===== src/rtl/canonical_pkg.sv =====
// ============================================================================
// Module   : canonical_pkg
// Brief    : Shared types and constants for the canonical-form collect stage.
// Revision : 1.0  initial release
// ============================================================================
`default_nettype none

package canonical_pkg;

  typedef logic [1:0] literal_t;

  localparam literal_t LIT_I = 2'd0;

  typedef enum logic [1:0] {
    IDLE    = 2'd0,
    CAPTURE = 2'd1,
    WAIT_P  = 2'd2,
    DRAIN   = 2'd3
  } collect_state_t;

  // Address width for a register file of the given depth, never below 1 bit.
  function automatic int addr_width(input int depth);
    return (depth > 1) ? $clog2(depth) : 1;
  endfunction

endpackage

`default_nettype wire


===== src/rtl/canonical_row_buffer.sv =====
// ============================================================================
// Module   : canonical_row_buffer
// Brief    : DEPTH x ROW_W register file, one write port, one async read port.
// Revision : 1.0  initial release
// ============================================================================
`default_nettype none

module canonical_row_buffer #(
  parameter int DEPTH = 4,
  parameter int ROW_W = 9,
  parameter int AW    = 2
) (
  input  logic             clk,
  input  logic             rst,
  input  logic             i_clr,
  input  logic             i_we,
  input  logic [AW-1:0]    i_waddr,
  input  logic [ROW_W-1:0] i_wdata,
  input  logic [AW-1:0]    i_raddr,
  output logic [ROW_W-1:0] o_rdata
);

  logic [ROW_W-1:0] r_mem [DEPTH];

  for (genvar g = 0; g < DEPTH; g++) begin : g_row
    always_ff @(posedge clk or posedge rst) begin
      if (rst) begin
        r_mem[g] <= '0;
      end else if (i_clr) begin
        r_mem[g] <= '0;
      end else if (i_we && (i_waddr == AW'(g))) begin
        r_mem[g] <= i_wdata;
      end
    end
  end

  assign o_rdata = r_mem[i_raddr];

endmodule

`default_nettype wire


===== src/rtl/canonical_collect.sv =====
// ============================================================================
// Module   : canonical_collect
// Brief    : Captures canonicalized stabilizer rows and the P vector, then
//            replays the rows downstream over a valid/ready handshake.
// Revision : 1.0  initial release
// ============================================================================
`default_nettype none

module canonical_collect
  import canonical_pkg::*;
#(
  parameter int num_qubit = 4,
  localparam int CW = $clog2(num_qubit + 1)
) (
  input  logic                           clk,
  input  logic                           rst,
  input  logic                           start,
  input  literal_t [num_qubit-1:0]       literals_in,
  input  logic                           phase_in,
  input  logic                           flag_in,
  input  literal_t [num_qubit-1:0]       literals_P_in,
  input  logic                           valid_P_in,
  output literal_t [num_qubit-1:0]       out_literals,
  output logic                           out_phase,
  output logic                           out_valid,
  input  logic                           out_ready,
  output logic                           out_last,
  output literal_t [num_qubit-1:0]       p_literals,
  output logic                           p_valid,
  output logic                           busy,
  output logic                           overflow,
  output logic [CW-1:0]                  row_count
);

  localparam int            AW     = addr_width(num_qubit);
  localparam logic [CW-1:0] C_LAST = CW'(num_qubit - 1);

  typedef struct packed {
    literal_t [num_qubit-1:0] lit;
    logic                     phase;
  } row_t;

  collect_state_t           r_state;
  collect_state_t           w_state_nxt;
  logic [CW-1:0]            r_wr_ptr;
  logic [CW-1:0]            r_rd_ptr;
  logic                     r_p_valid;
  logic                     r_overflow;
  literal_t [num_qubit-1:0] r_p_literals;

  row_t w_wr_row;
  row_t w_rd_row;
  logic w_we;
  logic w_last_write;
  logic w_handshake;
  logic w_out_last;
  logic w_out_valid;
  logic w_busy;

  // The write pointer doubles as the row counter; it only advances in CAPTURE,
  // so it naturally saturates at num_qubit.
  assign w_we         = (r_state == CAPTURE) && flag_in && !start;
  assign w_last_write = w_we && (r_wr_ptr == C_LAST);
  assign w_out_last   = (r_rd_ptr == C_LAST);
  assign w_handshake  = (r_state == DRAIN) && out_ready;

  assign w_wr_row.lit   = literals_in;
  assign w_wr_row.phase = phase_in;

  canonical_row_buffer #(
    .DEPTH (num_qubit),
    .ROW_W ($bits(row_t)),
    .AW    (AW)
  ) u_row_buffer (
    .clk     (clk),
    .rst     (rst),
    .i_clr   (start),
    .i_we    (w_we),
    .i_waddr (r_wr_ptr[AW-1:0]),
    .i_wdata (w_wr_row),
    .i_raddr (r_rd_ptr[AW-1:0]),
    .o_rdata (w_rd_row)
  );

  always_comb begin
    w_state_nxt = r_state;
    w_out_valid = (r_state == DRAIN);
    w_busy      = (r_state != IDLE);
    if (start) begin
      w_state_nxt = CAPTURE;
    end else begin
      case (r_state)
        IDLE:    w_state_nxt = IDLE;
        CAPTURE: if (w_last_write) w_state_nxt = (r_p_valid || valid_P_in) ? DRAIN : WAIT_P;
        WAIT_P:  if (valid_P_in) w_state_nxt = DRAIN;
        DRAIN:   if (w_handshake && w_out_last) w_state_nxt = IDLE;
        default: w_state_nxt = IDLE;
      endcase
    end
  end

  always_ff @(posedge clk or posedge rst) begin
    if (rst) begin
      r_state      <= IDLE;
      r_wr_ptr     <= '0;
      r_rd_ptr     <= '0;
      r_p_valid    <= 1'b0;
      r_overflow   <= 1'b0;
      r_p_literals <= {num_qubit{LIT_I}};
    end else begin
      r_state <= w_state_nxt;
      if (start) begin
        r_wr_ptr     <= '0;
        r_rd_ptr     <= '0;
        r_p_valid    <= 1'b0;
        r_overflow   <= 1'b0;
        r_p_literals <= {num_qubit{LIT_I}};
      end else begin
        if (w_we) begin
          r_wr_ptr <= r_wr_ptr + CW'(1);
        end
        if (valid_P_in && ((r_state == CAPTURE) || (r_state == WAIT_P))) begin
          r_p_literals <= literals_P_in;
          r_p_valid    <= 1'b1;
        end
        if (flag_in && ((r_state == WAIT_P) || (r_state == DRAIN))) begin
          r_overflow <= 1'b1;
        end
        if (w_handshake) begin
          r_rd_ptr <= w_out_last ? '0 : r_rd_ptr + CW'(1);
        end
      end
    end
  end

  assign out_literals = w_rd_row.lit;
  assign out_phase    = w_rd_row.phase;
  assign out_valid    = w_out_valid;
  assign out_last     = w_out_valid && w_out_last;
  assign p_literals   = r_p_literals;
  assign p_valid      = r_p_valid;
  assign busy         = w_busy;
  assign overflow     = r_overflow;
  assign row_count    = r_wr_ptr;

endmodule

`default_nettype wire


===== config.mk =====
export PLATFORM = sky130hd
export DESIGN_NAME = canonical_collect
export DESIGN_NICKNAME = d
export VERILOG_FILES = /design/src/rtl/canonical_pkg.sv /design/src/rtl/canonical_row_buffer.sv /design/src/rtl/canonical_collect.sv
export SDC_FILE = /design/constraint.sdc
export NUM_CORES = 1
export LEC_CHECK = 0
export CAP_MARGIN = 5
export CORE_UTILIZATION = 30
export CTS_BUF_LIST = sky130_fd_sc_hd__clkbuf_16
export DETAILED_ROUTE_END_ITERATION = 6
export PLACE_DENSITY_LB_ADDON = 0.05
export SYNTH_ARGS = -nofsm -noshare
export SYNTH_HDL_FRONTEND = slang
export SYNTH_SLANG_ARGS = --single-unit

===== constraint.sdc =====
create_clock -name clk -period 4.4 [get_ports clk]
set_input_delay 1.32 -clock clk [delete_from_list [all_inputs] [get_ports clk]]
set_output_delay 1.32 -clock clk [all_outputs]
set_load 0.005 [all_outputs]

==> summary.txt, run 1 <==
Status = completed
Slew headroom = 0.526
Detail Placement HPWL = 4210 um
Synth top area cells = dfrtp_1 (51%), nand2_1 (12%), a21oi_1 (7.7%)
Global routing usage on met3 = 0.0300
Setup TNS = 0 ns
CP arrival = 2.11 ns
Port buffer count = 47
Hold WC Path Type = register to register
Clock Tree Root = clkbuf_16
N_diodes = 0
Vias per cell = 4.79
Finish-stage setup viols = 0
Post-synth top area share = 0.507
Synth Warn # = 0
Vias in the first global route = 2,039
Final Cycle Share = 0.780
Slowest CP cell = dfrtp_1
Non-Filler Instances = 419
H-tree level count = 2
LEAKAGE = 1.36 nW
Initial antenna violation count = 0
Crit path buf inv count = 1
RSZ-0062 raised after global routing = no
Crit path max fanout = 11
Cells after synthesis = 271
Share of layout cells above drive strength 1 = 0.106
Power Density = 445 mW/mm^2
Row count = 34
Slew @ Worst Pin = 0.711 ns
Seq/Total Area, Yosys = 0.507
DRC violations left = 0
Register-to-register setup slack = 2.49 ns
Syn Area/Cell = 9.83 sq um
RR Endpoint = u_row_buffer.r_mem[4]
Clock sink count = 54
TritonCTS clock tree = built
Setup Skew = 0.00300 ns
Hold-fix buffers, CTS = 0
CTS Buf Count = 5
WL/cell = 15.7 um
Worst-skew pair later-pin latency = 0.28 ns
EDFF count, synth = 0
Drt first-iter violations = 33
Layout area overhead = 25.7%
Worst-case reg-to-reg path depth = 5
Die ar. = 0.00926 sq mm
Final Cell Area = 0.00335 sq mm
CP Cell Sequence = mux4_2 -> clkdlybuf4s50_1
Crit path capture = out_literals[5]
Crit path from = r_rd_ptr[0]
VDD IR max = 0.000191 V
Setup WS post-layout = 0.967 ns
Commonest cells in the netlist = nand2_1 (85), dfrtp_1 (54), a21oi_1 (41)
Detailed-route via count = 2,006
Final Max Tran Viols = 0
Met1 Use GR = 0.217
Cell Area, Placed = 0.00319 sq mm
First-pass GRT wire length = 10,800 um
Syn_nets = 304
Ports = 48
Deepest clock path buffer count = 2
Post-CTS Resized = 0
Gr busiest metal = met2
Tot Pwr = 1.49 mW
Most common cell in the netlist = nand2_1
Yosys cell types = 27
Cell Area, Synth = 0.00266 sq mm
Placed cell count = 412
Critical path required time = 3.08 ns
Synth Register Bits = 54
Worst path top cell family by delay = flip-flops
Die height = 96.2 um
Post-synth top flop = dfrtp_1
Pre-CTS WS = 1.25 ns
DRT Pass-1 Iters = 4
Met2 Track Usage GR = 0.258
Max cap viols = 0
Final net count = 344
Final Hold Vio Count = 0
Post-CTS Repair Setup Buffers = 0
Final ANT Viol Nets = 0
Post-synth top area cell = dfrtp_1
Placer Congestion = 0.710
Initial Util = 0.307
Clock Pin Slew Worst Setup and Hold Paths = 0.07 ns
Largest net degree at the start of global routing = 55
Drt total wl = 6600 um
CP Depth = 2
CORE AREA = 0.00868 sq mm
Max incr delay on CP = 0.77 ns
WS Path Type = register to output pin
Share of synthesized registers carrying an async set or reset = 1.00
Overall routing resource usage = 0.159
CP endpoint kind = output pin
Setup crit start kind = register
GRT Residual Overflow = 0
Final min period = 3.43 ns
R2r startpoint = r_state[1]
Die width = 96.2 um
Max Freq = 291 MHz
-- cell usage in the layout (no fill, tap or decap) --
master / instances
clkinv_1: 1
nor2b_1: 1
o21ai_0: 1
or3_1: 1
nand3b_1: 2
a21oi_2: 9
nand2b_1: 2
inv_1: 8
buf_4: 2
a221oi_2: 1
xnor2_1: 1
a21oi_1: 41
dfrtp_1: 54
a311oi_1: 2
nand3_2: 4
nand2_1: 85
clkbuf_16: 5
mux2i_1: 2
xor2_1: 1
inv_2: 1
nor2_1: 4
mux4_2: 9
and3_1: 5
o21a_1: 1
clkdlybuf4s50_1: 46
buf_2: 1
ha_1: 10
nand3_1: 10
bufinv_16: 1
-- where the power goes --
group / internal, mW / switching [mW] / leakage (nW)
combinational: 0.220 / 0.216 / 0.549
clock: 0.264 / 0.170 / 0.0773
sequential: 0.564 / 0.0574 / 0.736
total: 1.05 / 0.443 / 1.36
-- metrics by stage --
step | hold WS [ns] | utilization
floorplan | 0.487 | -
global placement | 0.503 | 0.368
detailed placement | 0.508 | 0.368
CTS | 0.523 | 0.386
global route | 0.536 | 0.386
finish | 0.518 | 0.386
-- registers in the layout (all words and copies together) (netlist names) --
name,count
overflow,1
p_literals,8
p_valid,1
r_rd_ptr,3
r_state,2
row_count,3
u_row_buffer.r_mem,36
-- cell type report --
| type | instances | area (sq um) |
|---|---|---|
| multi-input combinational | 192 | 1190 |
| fill | 914 | 5330 |
| sequential | 54 | 1350 |
| timing repair buffer | 49 | 480 |
| clock buffer | 5 | 125 |
| inverter | 9 | 33.8 |
| tap | 108 | 135 |
| clock inverter | 2 | 33.8 |
-- worst reg2reg max path: cells and delay by family (launching register included) --
| kind | cells | cell delay (ns) |
|---|---|---|
| AOI/OAI and AO/OA | 1 | 0.13 |
| adders and majority gates | 1 | 0.51 |
| DFF | 1 | 0.41 |
| buffers and inverters | 1 | 0.09 |
| and+or+nand+nor | 2 | 0.70 |
-- worst min-delay path by stage --
stage / startpoint / slack [ns] / cells after the start / endpoint
floorplan: r_rd_ptr[2] / 0.49 / 2 / r_rd_ptr[2]
global placement: p_valid / 0.50 / 2 / p_valid
detailed placement: p_valid / 0.51 / 2 / p_valid
CTS: u_row_buffer.r_mem[11] / 0.52 / 2 / u_row_buffer.r_mem[11]
global route: r_rd_ptr[2] / 0.54 / 2 / r_rd_ptr[2]
finish: r_rd_ptr[2] / 0.52 / 2 / r_rd_ptr[2]
-- layer usage --
| metal | vias up | wire length (um) |
|---|---|---|
| li1 | 992 | - |
| met1 | 964 | 3190 |
| met2 | 46 | 3070 |
| met3 | 4 | 287 |
| met4 | 0 | 51 |
| met5 | - | 0 |
-- cells by family (layout without fill, tap and decap cells) --
logic type / Yosys count / after routing / share of synthesized area
DFF: 54 / 54 / 0.507
AOI/OAI and AO/OA: 55 / 55 / 0.124
adders and majority gates: 10 / 10 / 0.0470
muxes: 11 / 11 / 0.0836
buffers and inverters: 25 / 65 / 0.0460
xor gates and xnor gates: 2 / 2 / 0.00658
and+or+nand+nor: 114 / 114 / 0.186
(Power assumes the default switching activity.)
==> inputs of run 2 (changes only) <==
- clock period: 4.4 -> 3.5 ns (I/O delays scaled with it)
==> run 2 against run 1 <==
Clock power is 15% higher; die area stayed put; final cell count is 1.2% higher; first-iteration DRC count grew to 2.6 times the previous value; flip-flop and latch count stayed put; utilization is 0.14 points higher; critical endpoint is now out_literals[0]; critical path depth stayed put.
==> summary.txt, run 2 (same netlist as run 1, synthesis figures left out) <==
Max Freq = 335 MHz
Crit path max fanout = 9 (-2)
Placer Congestion = 0.729 (+2.6%)
Clock Pin Slew Worst Setup and Hold Paths = 0.07 ns (about the same)
Commonest cells after routing, fill and taps aside = nand2_1 (85), dfrtp_1 (54), clkdlybuf4s50_1 (46)
WS Path Type = register to output pin
Detailed-route via count = 2,040 (+1.7%)
Die height = 96.2 um (unchanged)
Final Hold Vio Count = 0 (unchanged)
Drt total wl = 6780 um (+2.8%)
Critical path required time = 2.45 ns (-0.63 ns)
Clock sink count = 54 (unchanged)
First-pass GRT wire length = 11,000 um (+1.6%)
Finish-stage setup viols = 0 (unchanged)
Most flop-heavy register = u_row_buffer.r_mem
Worst path top cell family by delay = flip-flops
Detail Placement HPWL = 4510 um (+7.2%)
CTS Buf Count = 5 (unchanged)
CP arrival = 1.93 ns (-0.18 ns)
Crit path buf inv count = 1 (unchanged)
Clock Tree Root = clkbuf_16
DRC violations left = 0 (unchanged)
Initial antenna violation count = 0 (unchanged)
Die ar. = 0.00926 sq mm (unchanged)
Final min period = 2.98 ns
Commonest non-fill, non-tap cell in the layout = nand2_1
Port buffer count = 47 (unchanged)
Post-CTS Repair Setup Buffers = 0 (unchanged)
CORE AREA = 0.00868 sq mm (unchanged)
Share of layout cells above drive strength 1 = 0.117 (+0.0110)
Setup crit start kind = register
Largest net degree at the start of global routing = 29 (-47%)
Setup TNS = 0 ns (unchanged)
Layout area overhead = 26.2%
Post-CTS Resized = 0 (unchanged)
Status = completed
Row count = 34 (unchanged)
Hold-fix buffers, CTS = 0 (unchanged)
Die width = 96.2 um (unchanged)
Hold WC Path Type = register to register
DRT Pass-1 Iters = 4 (unchanged)
Vias in the first global route = 2,019 (-0.98%)
Ports = 48 (unchanged)
N_diodes = 0 (unchanged)
Slew headroom = 0.627 (+0.101)
RSZ-0062 raised after global routing = no
Max cap viols = 0 (unchanged)
CP endpoint kind = output pin
Initial Util = 0.307 (unchanged)
GRT Residual Overflow = 0 (unchanged)
Drt first-iter violations = 85 (+160%)
Vias per cell = 4.81 (+0.50%)
WL/cell = 16.0 um (+1.6%)
Util after Layout = 0.387 (+0.00144)
H-tree level count = 2 (unchanged)
Final Max Tran Viols = 0 (unchanged)
Final net count = 348 (+1.2%)
VDD IR max = 0.000205 V (+7.1%)
Deepest clock path buffer count = 2 (unchanged)
Max reg flops = 36 (unchanged)
Slew @ Worst Pin = 0.559 ns (-0.152 ns)
Overall routing resource usage = 0.161 (+0.00192)
Power Density = 545 mW/mm^2 (+22%)
Slowest CP cell = dfrtp_1
Worst-skew pair later-pin latency = 0.29 ns (about the same)
CP Cell Sequence = mux4_2 -> clkdlybuf4s50_1
Max incr delay on CP = 0.63 ns (-0.14 ns)
TritonCTS clock tree = built
Final ANT Viol Nets = 0 (unchanged)
Setup Skew = 0.00659 ns (+0.00359 ns)
Final Cycle Share = 0.853
LEAKAGE = 1.37 nW (+0.88%)
[run 2: changes by cell type in the layout (fill, tap and decap cells not counted)]
cell / delta
buf_4: +4
bufinv_16: -1
clkinv_1: +1
clkinv_4: +1
[run 2: final timing paths]
check / from / endpoint / slack (ns) / cells past startpoint
min in group asynchronous: rst / u_row_buffer.r_mem[27] / 1.14 / 2
worst min register to register: overflow / overflow / 0.52 / 2
max in group asynchronous: rst / p_literals[7] / 1.72 / 3
worst max-delay path: r_rd_ptr[1] / out_literals[0] / 0.52 / 2
worst min-delay path: overflow / overflow / 0.52 / 2
worst max register to register: r_state[1] / u_row_buffer.r_mem[20] / 1.64 / 5
[run 2: report_power, final]
| group | total (mW) | internal, mW | switching [mW] | leakage, nW |
|---|---|---|---|---|
| clock network | 0.496 | 0.263 | 0.233 | 0.0689 |
| registers | 0.767 | 0.709 | 0.0577 | 0.736 |
| logic | 0.570 | 0.281 | 0.289 | 0.570 |
[run 2: final cells by class]
cell class                 instances  area (sq um)
fill                             919          5320
sequential                        54          1350
multi-input combinational        192          1190
timing repair buffer              53           510
tap                              108           135
clock buffer                       5           125
inverter                           9          33.8
clock inverter                     3          16.3
[run 2: per-layer routing]
layer / GRT usage / vias up / share of wire
met2: 0.261 / 36 / 0.47
met5: 0 / - / 0
met4: 0.0336 / 0 / 0.0046
met3: 0.0316 / 2 / 0.035
li1: - / 999 / -
met1: 0.223 / 1003 / 0.49
[run 2: per-stage QoR]
stage | power, mW | cells | hold slack (ns) | setup WS [ns] | area, sq um
6_report | 1.83 | 424 | 0.518 | 0.515 | 3360
5_1_grt | 1.96 | 424 | 0.546 | 0.440 | 3360
4_1_cts | 1.87 | 424 | 0.524 | 0.501 | 3360
3_5_place_dp | 1.36 | 416 | 0.512 | 0.791 | 3220
3_3_place_gp | 1.37 | 416 | 0.506 | 0.812 | 3220
2_1_floorplan | 1.10 | 271 | 0.487 | 1.14 | 2660
[run 2: worst min-delay path: stages (launching register included)]
cell and delay, ns:
dfrtp_1 0.38, inv_1 0.05, a21oi_1 0.05
